<file path="src/rtl/sel_base_ctrl_if.sv">
// Result handshake between the ALU result source and the base-selection sequencer.
// The master drives res_valid/res_in, and the slave answers with res_ready.
interface sel_base_ctrl_if;
  logic       res_valid;
  logic [7:0] res_in;
  logic       res_ready;

  modport master (
    output res_valid,
    output res_in,
    input  res_ready
  );

  modport slave (
    input  res_valid,
    input  res_in,
    output res_ready
  );
endinterface

</file>
<file path="src/rtl/sel_base_ctrl.sv">
// Base-selection sequencer: serial 8-bit -> 3-digit BCD conversion with stable held outputs,
// plus the debounced base button (dec -> hex -> oct) and blanking of the display select.
module sel_base_ctrl #(
  parameter int unsigned DEBOUNCE_CYCLES = 500000
) (
  input  logic                 clk,
  input  logic                 rst_n,
  sel_base_ctrl_if.slave       res_bus,
  input  logic                 btn_base_n,
  input  logic                 blank,
  output logic [1:0]           base_sel,
  output logic [7:0]           r_out,
  output logic [3:0]           bcd_c,
  output logic [3:0]           bcd_d,
  output logic [3:0]           bcd_u,
  output logic                 busy,
  output logic                 done
);

  typedef enum logic [0:0] {
    S_IDLE = 1'b0,
    S_CONV = 1'b1
  } state_t;

  localparam int          CW      = $clog2(DEBOUNCE_CYCLES + 1);
  localparam logic [CW-1:0] DB_LAST = CW'(DEBOUNCE_CYCLES - 1);

  // ---------------------------------------------------------------- conversion
  state_t      r_state;
  state_t      w_state_nxt;
  logic        w_accept;
  logic        w_last;
  logic [19:0] r_shift;
  logic [19:0] w_adj;
  logic [19:0] w_shifted;
  logic [2:0]  r_cnt;
  logic [7:0]  r_res_cap;
  logic [7:0]  r_result;
  logic [3:0]  r_bcd_c;
  logic [3:0]  r_bcd_d;
  logic [3:0]  r_bcd_u;
  logic        r_done;

  function automatic logic [3:0] add3(input logic [3:0] n);
    return (n >= 4'd5) ? n + 4'd3 : n;
  endfunction

  // Gating with rst_n keeps ready low for the whole reset, not just after the first edge.
  assign res_bus.res_ready = rst_n & (r_state == S_IDLE);
  assign w_accept          = res_bus.res_valid & res_bus.res_ready;

  assign w_adj     = {add3(r_shift[19:16]), add3(r_shift[15:12]), add3(r_shift[11:8]), r_shift[7:0]};
  assign w_shifted = w_adj << 1;

  always_ff @(posedge clk or negedge rst_n) begin
    // NOTE: state registers use non-blocking assignment so every flop samples pre-edge values.
    if (!rst_n) begin
      r_state <= S_IDLE;
    end else begin
      r_state <= w_state_nxt;
    end
  end

  always_comb begin
    // NOTE: every combinational output gets a default first so no path leaves it unassigned (no latch).
    w_state_nxt = r_state;
    w_last      = 1'b0;
    case (r_state)
      S_IDLE: begin
        if (w_accept) w_state_nxt = S_CONV;
      end
      S_CONV: begin
        if (r_cnt == 3'd7) begin
          w_state_nxt = S_IDLE;
          w_last      = 1'b1;
        end
      end
      default: w_state_nxt = S_IDLE;
    endcase
  end

  always_ff @(posedge clk or negedge rst_n) begin
    if (!rst_n) begin
      r_shift   <= '0;
      r_cnt     <= '0;
      r_res_cap <= '0;
      r_result  <= '0;
      r_bcd_c   <= '0;
      r_bcd_d   <= '0;
      r_bcd_u   <= '0;
      r_done    <= 1'b0;
    end else begin
      r_done <= 1'b0;
      if (r_state == S_IDLE) begin
        if (w_accept) begin
          r_shift   <= {12'b0, res_bus.res_in};
          r_res_cap <= res_bus.res_in;
          r_cnt     <= '0;
        end
      end else begin
        r_shift <= w_shifted;
        r_cnt   <= r_cnt + 3'd1;
        // Visible outputs only move on the final iteration, so decoders never see partial digits.
        if (w_last) begin
          r_result <= r_res_cap;
          r_bcd_c  <= w_shifted[19:16];
          r_bcd_d  <= w_shifted[15:12];
          r_bcd_u  <= w_shifted[11:8];
          r_done   <= 1'b1;
        end
      end
    end
  end

  assign busy  = (r_state == S_CONV);
  assign done  = r_done;
  assign r_out = r_result;
  assign bcd_c = r_bcd_c;
  assign bcd_d = r_bcd_d;
  assign bcd_u = r_bcd_u;

  // ---------------------------------------------------------------- base button
  logic          r_sync1;
  logic          r_sync2;
  logic          r_btn_acc;
  logic [CW-1:0] r_db_cnt;
  logic          w_db_flip;
  logic          w_press;
  logic [1:0]    r_base;
  logic [1:0]    r_base_sel;

  assign w_db_flip = (r_sync2 != r_btn_acc) && (r_db_cnt == DB_LAST);
  // Only the 1 -> 0 transition of the accepted level counts as a press.
  assign w_press   = w_db_flip && r_btn_acc;

  always_ff @(posedge clk or negedge rst_n) begin
    if (!rst_n) begin
      r_sync1   <= 1'b1;
      r_sync2   <= 1'b1;
      r_btn_acc <= 1'b1;
      r_db_cnt  <= '0;
    end else begin
      r_sync1 <= btn_base_n;
      r_sync2 <= r_sync1;
      if (r_sync2 == r_btn_acc) begin
        r_db_cnt <= '0;
      end else if (w_db_flip) begin
        r_btn_acc <= r_sync2;
        r_db_cnt  <= '0;
      end else begin
        r_db_cnt <= r_db_cnt + 1'b1;
      end
    end
  end

  always_ff @(posedge clk or negedge rst_n) begin
    if (!rst_n) begin
      r_base     <= 2'b00;
      r_base_sel <= 2'b00;
    end else begin
      if (w_press) begin
        r_base <= (r_base == 2'b10) ? 2'b00 : r_base + 2'b01;
      end
      r_base_sel <= blank ? 2'b11 : r_base;
    end
  end

  assign base_sel = r_base_sel;

endmodule

</file>
<file path="src/flat_wrapper.sv">
// flat-port wrapper written by rule: the top's interface ports become plain ports
module sel_base_ctrl_flat 
#(
  parameter int unsigned DEBOUNCE_CYCLES = 500000
)
  (clk, rst_n, btn_base_n, blank, base_sel, r_out, bcd_c, bcd_d, bcd_u, busy, done, res_bus_res_valid, res_bus_res_in, res_bus_res_ready);
  sel_base_ctrl_if res_bus_i ();
  input  logic clk;
  input  logic rst_n;
  input  logic btn_base_n;
  input  logic blank;
  output logic [1:0] base_sel;
  output logic [7:0] r_out;
  output logic [3:0] bcd_c;
  output logic [3:0] bcd_d;
  output logic [3:0] bcd_u;
  output logic busy;
  output logic done;
  input wire logic [$bits(res_bus_i.res_valid)-1:0] res_bus_res_valid;
  input wire logic [$bits(res_bus_i.res_in)-1:0] res_bus_res_in;
  output wire logic [$bits(res_bus_i.res_ready)-1:0] res_bus_res_ready;
  assign res_bus_i.res_valid = res_bus_res_valid;
  assign res_bus_i.res_in = res_bus_res_in;
  assign res_bus_res_ready = res_bus_i.res_ready;
  sel_base_ctrl #(.DEBOUNCE_CYCLES(DEBOUNCE_CYCLES)) u_core (.clk(clk), .rst_n(rst_n), .res_bus(res_bus_i), .btn_base_n(btn_base_n), .blank(blank), .base_sel(base_sel), .r_out(r_out), .bcd_c(bcd_c), .bcd_d(bcd_d), .bcd_u(bcd_u), .busy(busy), .done(done));
endmodule
</file>
<file path="config.mk">
export PLATFORM = sky130hd
export DESIGN_NAME = sel_base_ctrl_flat
export DESIGN_NICKNAME = d
export VERILOG_FILES = /design/src/rtl/sel_base_ctrl_if.sv /design/src/rtl/sel_base_ctrl.sv /design/src/flat_wrapper.sv
export SDC_FILE = /design/constraint.sdc
export NUM_CORES = 1
export LEC_CHECK = 0
export ABC_AREA = 1
export ABC_CLOCK_PERIOD_IN_PS = 1300
export BUFFER_PORTS_ARGS = -buffer_cell sky130_fd_sc_hd__buf_2
export CORE_ASPECT_RATIO = 2
export CORE_MARGIN = 4
export CORE_UTILIZATION = 50
export CTS_BUF_LIST = sky130_fd_sc_hd__clkbuf_16
export CTS_CLUSTER_SIZE = 10
export DETAILED_ROUTE_END_ITERATION = 8
export GPL_TIMING_DRIVEN = 0
export PLACE_DENSITY = 0.72
export SETUP_SLACK_MARGIN = 0.3
export SYNTH_ARGS = -nofsm -noshare
export SYNTH_HDL_FRONTEND = slang
export SYNTH_SLANG_ARGS = --single-unit
</file>
<file path="constraint.sdc">
create_clock -name clk -period 1.3 [get_ports clk]
set_input_delay 0.195 -clock clk [delete_from_list [all_inputs] [get_ports clk]]
set_output_delay 0.195 -clock clk [all_outputs]
set_load 0.05 [all_outputs]
</file>
## After elaboration in Yosys (flattened, before gate mapping)

Cells that the tools add are included.

- Mux-type cells: 18
- Eq/ne operators: 5
- Add/subtract/negate cells: 6
- Bitwise operators: 4
- Order comparisons: 3
- Reduce and logical (&&, ||, !) cells: 6
- Shift-type cells: 0
- $mul: 0
- Div/mod/pow operators: 0

Operators by type and width:

| operator | count |
|---|---|
| two-way mux 20 bit | 2 |
| two-way mux 19 bit | 2 |
| adder 19 x 1 -> 19 bit (second input constant) | 1 |
| == test 19 bit (second input constant) | 1 |
| >= comparator 4 x 3 -> 1 bit (second input constant) | 3 |
| two-way mux 3 bit | 3 |
| adder 4 x 2 -> 4 bit (second input constant) | 2 |
| two-way mux 4 bit | 2 |
| two-way mux 1 bit | 6 |
| AND reduction 2 bit | 3 |
| two-way mux 2 bit | 2 |
| adder 3 x 1 -> 3 bit (second input constant) | 1 |
| adder 3 x 2 -> 3 bit (second input constant) | 1 |
| == test 3 bit (second input constant) | 1 |
| adder 2 x 1 -> 2 bit (second input constant) | 1 |
| bitwise AND 1 bit | 2 |
| == test 2 bit (second input constant) | 1 |
| logical AND 1 bit | 2 |
| NOT 1 bit | 2 |
| case mux 1 bit (2 select lines) | 1 |
| nonzero test 2 bit | 1 |
| == test 1 bit | 1 |
| inequality test 1 bit | 1 |

- Output and inout bits: 25
- Bits in registers: 79
- Memories: 0
- ROM bits: 0
- Latch bits: 0
- RAM bits: 0
- Word-level logic and storage cells: 57

## Logic depth before layout (Yosys ltp)

Gate-level depths: netlist of the first run.

- Depth after elaboration: 5
- Mapped depth: 9

## Worst setup path after synthesis of the first run

Ideal clock, no wire load.

- Path kind: register to register
- From: reg u_core.r_state, in the netlist u_core.busy
- To: reg u_core.r_cnt[2]
- Arrival time: 2.026 ns
- Data required time: 1.179 ns
- Cell stages (with the launch flop): 7
- Setup time: 0.121 ns
- Setup slack: -0.847 ns
- Cells stage by stage: dfrtp_1 > nor2_1 > nand2_1 > nand2_1 > inv_2 > buf_6 > a22o_1

- Word-level cells in the longest chain between the ends: 4

RTL lines:

| what | RTL line | text |
|---|---|---|
| start: declaration | sel_base_ctrl.sv:29 | `state_t r_state;` |
| start signal: assignment | sel_base_ctrl.sv:60 | `r_state <= w_state_nxt;` |
| NOT 1 bit (no line) | -- |  |
| bitwise AND 1 bit | sel_base_ctrl.sv:49 | `assign res_bus.res_ready = rst_n & (r_state == S_IDLE);` |
| via res_bus_res_ready | flat_wrapper.sv:21 | `output wire logic [$bits(res_bus_i.res_ready)-1:0] res_bus_res_ready;` |
| bitwise AND 1 bit | sel_base_ctrl.sv:50 | `assign w_accept = res_bus.res_valid & res_bus.res_ready;` |
| nonzero test 2 bit (no line) | -- |  |
| end signal: assignment | sel_base_ctrl.sv:102 | `r_cnt <= r_cnt + 3'd1;` |
| end: declaration | sel_base_ctrl.sv:36 | `logic [2:0] r_cnt;` |

The timed path passes the listed nets, and every way through them passes these cells.
A chain may end at the register's enable or synchronous reset.

## Worst setup path in the final report of the first run

- From: reg u_core.r_db_cnt[1]
- To: reg u_core.r_db_cnt[1]

- Word-level cells in the longest chain between the ends: 4

RTL lines:

| what | RTL line | text |
|---|---|---|
| start: declaration | sel_base_ctrl.sv:126 | `logic [CW-1:0] r_db_cnt;` |
| start signal: assignment | sel_base_ctrl.sv:151 | `r_db_cnt <= r_db_cnt + 1'b1;` |
| parallel branches: the longest is 2 deep, another holds adder 19 x 1 -> 19 bit | -- |  |
| two-way mux 19 bit (*) | sel_base_ctrl.sv:147 | `end else if (w_db_flip) begin` |
| two-way mux 19 bit (*) | sel_base_ctrl.sv:145 | `if (r_sync2 == r_btn_acc) begin` |

Mark *: on every way between the ends.

==> results_dict.tcl, run 1 <==
set metrics [dict create \
    finalWorstSetupSlack_ps -251 \
    crit_top_cell "nor2_2" \
    grt_pass1_vias 3545 \
    skew_ps 20.1 \
    port_buffers 37 \
    setup.worst_path.class "reg -> reg" \
    synth_top_area_share_pct 52.9 \
    tritoncts "built" \
    nNetsFinal 546 \
    failed_checks "negative hold slack, negative setup slack" \
    ys_warn_count 0 \
    synth_cell_type_count 32 \
    design.core.area_um2 6990 \
    num_antenna_cells 0 \
    wl_per_cell_um 25.2 \
    worstPathMaxFanout 7 \
    regArea_um2 1980 \
    antenna_found_initial 0 \
    cts_buffer_depth 2 \
    syn_area_um2 3590 \
    root_buffer "clkbuf_16" \
    cts.clk_slew.worst_paths_ps 60 \
    synth.most_common_cell "nand2_1" \
    ys_async_sr_fraction_pct 100 \
    finalPower_w 0.0157 \
    ant_nets 0 \
    synth_ff_type "dfrtp_1" \
    rsz0062_at_grt "yes" \
    htree_levels 3 \
    max_freq_mhz 645 \
    whs_ps -324 \
    num-fill-cells 288 \
    firstDrtPassIters 8 \
    drv_cap 0 \
    syn_nets 429 \
    die_height_um 128 \
    max_slew_margin_pct 75.4 \
    route.detailed.drc 0 \
    critPathBufInv 1 \
    path_delay_family "flip-flops" \
    synth-seq-cells 79 \
    grt_start_max_net_pins 35 \
    grt_first_pass_wirelength_um 18000 \
    gr-total-overflow 0 \
    powerDensity_nw_per_um2 2600 \
    die_w_um 67.9 \
    cpPeakStageDelay_ps 440 \
    synth-seq-area-share_pct 55.1 \
    wl_um 15600 \
    synth.avg_cell_area_um2 8.83 \
    synth_top_area_cell "dfrtp_1" \
    slew_viol_final 0 \
    design_area_um2 6050 \
    dp_hpwl_um 5790 \
    finalCritPeriodShare_pct 119 \
    worstPathArrival_ps 1820 \
    finalHoldViolations 43 \
    start_util_pct 51.4 \
    synth_edf_count 0 \
    synthTopCellsByCount "nand2_1, dfrtp_1, inv_1, nor2_1, o21ai_0" \
    crit_path_top_delay_cell "dfrtp_1" \
    cts-buffers-inserted 9 \
    cts.sinks 79 \
    holdBufCountCts 1 \
    worstPathCellList "ha_4, nand2_4, nor2_4, nand2_2, nor2_2, a21oi_4, inv_4, nor2_2" \
    die_area_um2 8690 \
    ir_drop_v 0.00249 \
    drive_gt1_share_pct 56.1 \
    place_ws_ps -484 \
    placed_cell_area_um2 4030 \
    drt_iter0_markers 410 \
    cp-end-kind "flip-flop" \
    multi_input_area_um2 2230 \
    netlist_instances 407 \
    period_minus_slack_ps 1550 \
    ios 38 \
    rows 43 \
    syn_to_final_growth_pct 68.3 \
    min_path_type "in -> async" \
    routed-via-count 3692 \
    finalSetupViolations 56 \
    total_leakage_power_nw 2.91 \
    worstMarginPinSlew_ps 367 \
    gp_congestion 0.868 \
    vias_per_cell 5.96 \
    cp_data_required_time_ps 1570 \
    grt_use_total_pct 28.6 \
    status "finished with violations" \
    clkLatencyLatePin_ps 360 \
    critPathLaunchType "flip-flop" \
    yosys-top-cells-area "dfrtp_1, nand2_1, o21ai_0" \
]
[per-stage QoR]
stage	instances	TNS (ps)	utilization (%)
2_1_floorplan	407	-4530	-
3_3_place_gp	534	-87140	57.2
3_5_place_dp	535	-16210	57.6
4_1_cts	597	-1100	76.7
5_1_grt	619	-8780	86.5
6_report	619	-7320	86.5
[cell families (layout without fill, tap and decap cells)]
| kind of cell | Yosys count | in the layout | share of synthesized area [%] |
|---|---|---|---|
| compound gates | 61 | 61 | 9.61 |
| xor+xnor | 13 | 13 | 3.17 |
| fa+ha+maj | 9 | 9 | 3.13 |
| buf+inv | 57 | 179 | 6.41 |
| flops | 79 | 79 | 55.1 |
| simple gates | 188 | 188 | 22.6 |
[worst register-to-register path, stage by stage (launching register included)]
cell and delay [ps]:
dfrtp_1 440, ha_4 200, nand2_4 70, nor2_4 50
nand2_2 60, nor2_2 60, a21oi_4 340, inv_4 110
nor2_2 140
[path summary, 6_finish.rpt]
check,startpoint,endpoint,slack [ps],cells past startpoint
worst max-delay path,u_core.r_db_cnt[1],u_core.r_db_cnt[1],-250,8
worst min-delay path,rst_n,u_core.bcd_d[2],-320,1
worst max register to register,u_core.r_db_cnt[1],u_core.r_db_cnt[1],-250,8
worst min register to register,u_core.r_sync1,u_core.r_sync2,360,0
max in group asynchronous,rst_n,u_core.r_db_cnt[13],1060,2
min in group clk,blank,u_core.base_sel[0],50,2
[metal layers]
| metal | wire [um] | vias to the layer above | share of wire [%] | global-route usage [%] |
|---|---|---|---|---|
| met5 | 0 | - | 0 | 0 |
| met4 | 1230 | 0 | 7.9 | 15.4 |
| met3 | 858 | 97 | 5.5 | 6.58 |
| met2 | 8180 | 229 | 52 | 50.6 |
| met1 | 5340 | 1837 | 34 | 29.8 |
| li1 | - | 1529 | - | - |
[report_power, final]
part           leakage, nW  switching [W]  internal (W)
sequential            1.00       0.000841       0.00326
clock                0.135        0.00114       0.00127
combinational         1.77        0.00526       0.00396
total                 2.91        0.00724       0.00849
[final cells by class]
cell class	count	area share, %
clock inverter	7	0.600
buffer	9	2.69
multi-input combinational	271	36.8
tap	90	1.86
clock buffer	9	3.72
sequential	79	32.8
timing repair buffer	106	18.0
inverter	48	3.47
[cells in the final DEF (no fill, tap or decap), types with 4 or more instances in the layout]
cell,netlist,layout
clkbuf_16,0,13
o21ai_2,0,24
nor2_4,2,8
buf_8,0,9
nand3_2,1,7
o21ai_4,0,6
buf_6,1,33
buf_12,0,5
xor2_1,10,7
buf_4,1,46
inv_1,46,33
nand2_4,1,36
nor2_2,6,8
nand4_1,5,5
dfrtp_1,76,74
o21ai_1,1,12
ha_4,0,5
nand3_4,0,4
nand3_1,18,8
nand2_2,6,27
buf_2,4,11
nor2_1,46,38
o22ai_2,0,5
nand2_1,98,40
inv_2,2,13
[sequential cells by signal, summed over array words and instances, names as in the netlist]
register          cells
u_core.r_sync1        1
u_core.bcd_d          4
u_core.r_cnt          3
u_core.busy           1
u_core.r_out          8
u_core.r_btn_acc      1
u_core.r_res_cap      8
u_core.r_base         2
u_core.done           1
u_core.base_sel       2
u_core.r_db_cnt      19
u_core.r_shift       20
u_core.bcd_c          4
u_core.bcd_u          4
u_core.r_sync2        1
[what timing repair did]
item,in CTS,in global routing
pin swaps,39,41
endpoints found under the hold margin,44,43
setup endpoints to repair,100,100
cloned,6,2
resized for setup,203,119
buffers inserted,39,20
(Power assumes the default switching activity.)
==> run 2: changes to the inputs <==
Settings changed: CTS_BUF_LIST sky130_fd_sc_hd__clkbuf_16 to not set.
==> results_dict.tcl, run 2 (synthesis results as in run 1) <==
set metrics [dict create \
    status "finished with violations" \
    failed_checks "design-rule violations, negative hold slack, negative setup slack" \
    fin_tns_setup_ps -6100 \
    r2r-start "u_core.r_db_cnt[1]" \
    min_path_type "in -> async" \
    internal_power_w 0.00853 \
    cts.sinks 79 \
    skew_ps 20.5 \
    largest_register "u_core.r_shift" \
    grt_use_total_pct 28.6 \
    gr-total-overflow 0 \
    route.detailed.drc 2 \
    whs_ps -319 \
    rows 43 \
    antenna_found_initial 0 \
    regArea_um2 1980 \
    critPathLaunchType "flip-flop" \
    die_height_um 128 \
    start_util_pct 51.4 \
    cts_buffer_depth 2 \
    wl_um 15700 \
    setup.worst_path.class "reg -> reg" \
    slew_viol_final 0 \
    grt_first_pass_wirelength_um 18000 \
    powerDensity_nw_per_um2 2590 \
    tritoncts "built" \
    rsz0062_at_grt "yes" \
    r2r-end "u_core.r_db_cnt[17]" \
    routed-via-count 3774 \
    period_minus_slack_ps 1570 \
    reg2reg_depth 9 \
    mostFrequentLayoutCells "dfrtp_1, buf_4, nand2_1" \
    gp_congestion 0.868 \
    drt_iter0_markers 455 \
    worstPathArrival_ps 1780 \
    ios 38 \
    drive_gt1_share_pct 56.2 \
    root_buffer "clkbuf_16" \
    ant_nets 0 \
    firstDrtPassIters 7 \
    nNetsFinal 547 \
    finalWorstSetupSlack_ps -265 \
    grt_pass1_vias 3545 \
    finalPower_w 0.0157 \
    sw_frac_of_total_pct 45.6 \
    largest_reg_flops 20 \
    worstMarginPinSlew_ps 369 \
    vias_per_cell 6.09 \
    combPwrFrac_pct 58.6 \
    cp_data_required_time_ps 1520 \
    clkLatencyLatePin_ps 350 \
    num_antenna_cells 0 \
    pwr-share-seq_pct 26.1 \
    drv_cap 0 \
    port_buffers 37 \
    p_switching_w 0.00716 \
    max_freq_mhz 639 \
    worstPathMaxFanout 3 \
    num-fill-cells 278 \
    htree_levels 3 \
    die_area_um2 8690 \
    finalHoldViolations 43 \
    cp-end-kind "flip-flop" \
    cts.clk_slew.worst_paths_ps 60 \
    ir_drop_v 0.00249 \
    wl_per_cell_um 25.3 \
    design.core.area_um2 6990 \
    total_leakage_power_nw 2.90 \
    grt_start_max_net_pins 35 \
    power_frac_clock_pct 15.3 \
    cts-buffers-inserted 9 \
    finalSetupViolations 53 \
    die_w_um 67.9 \
    finalCritPeriodShare_pct 120 \
    multi_input_area_um2 2230 \
    top_regs "u_core.r_shift (20), u_core.r_db_cnt (19)" \
    final_common_cell "dfrtp_1" \
    holdBufCountCts 1 \
    dp_hpwl_um 5790 \
    rrSetupSlack_ps -270 \
    max_slew_margin_pct 75.3 \
    syn_to_final_growth_pct 68.6 \
]
==> run 2: cell count changes in the layout (fill, tap and decap cells not counted) <==
cell and delta:
buf_4 +1, clkbuf_1 +3, inv_1 -3
==> run 2: worst max path at each step <==
stage / start / endpoint / slack [ps] / depth (start not counted)
CTS: u_core.r_db_cnt[0] / u_core.r_db_cnt[0] / -100 / 8
global placement: rst_n / u_core.r_shift[7] / -1390 / 8
finish: u_core.r_db_cnt[1] / u_core.r_db_cnt[17] / -270 / 9
floorplan: u_core.busy / u_core.r_cnt[2] / -200 / 6
global route: u_core.r_db_cnt[2] / u_core.r_db_cnt[18] / -350 / 8
detailed placement: rst_n / u_core.r_shift[15] / -480 / 8
==> run 2: layer usage <==
layer | vias up | global-route usage (%) | part of all wire, %
met2 | 282 | 50.6 | 52
li1 | 1533 | - | -
met1 | 1844 | 29.8 | 33
met5 | - | 0 | 0
met4 | 0 | 15.4 | 9.2
met3 | 115 | 6.58 | 6.3
==> run 2: power groups by stage <==
stage	Combinational (W)	Sequential, W	Clock, W
after CTS	0.00657	0.00383	0.00230
after floorplan	0.00187	0.00478	0
after detailed placement	0.00398	0.00376	0
final	0.00920	0.00409	0.00240
after global placement	0.00384	0.00373	0
after global routing	0.00954	0.00413	0.00251
==> run 2: stage by stage <==
stage | std cells | instance area (um^2) | hold slack, ps | util [%] | setup slack, ps
CTS | 597 | 5360 | -319 | 76.7 | -95.4
floorplan | 407 | 3700 | -101 | - | -201
finish | 620 | 6060 | -319 | 86.6 | -265
global route | 620 | 6060 | -318 | 86.6 | -347
global placement | 534 | 4000 | 300 | 57.2 | -1390
detailed placement | 535 | 4030 | 69.3 | 57.6 | -484
==> run 2: final cells by class <==
| type | count | area share (%) |
|---|---|---|
| buffer | 9 | 2.69 |
| clock buffer | 12 | 3.90 |
| clock inverter | 4 | 0.413 |
| inverter | 48 | 3.47 |
| multi-input combinational | 271 | 36.8 |
| sequential | 79 | 32.7 |
| tap | 90 | 1.86 |
| timing repair buffer | 107 | 18.1 |
==> run 2: repair_timing <==
| action | CTS | global route |
|---|---|---|
| pin swaps | 39 | 41 |
| setup buffers | 39 | 21 |
| hold endpoints to repair | 44 | 43 |
| gates cloned | 6 | 2 |
| gates resized for setup | 203 | 119 |
| endpoints found under the setup margin | 100 | 100 |
==> run 2: worst max-delay path, cell delays in order, from the launching register on <==
cell and delay, ps:
dfrtp_1 420, buf_4 140, buf_4 110, nand3_4 110, nor2_4 190, nand3_4 120, inv_1 100, nand3_1 90
nand2_1 100, nor2_1 50
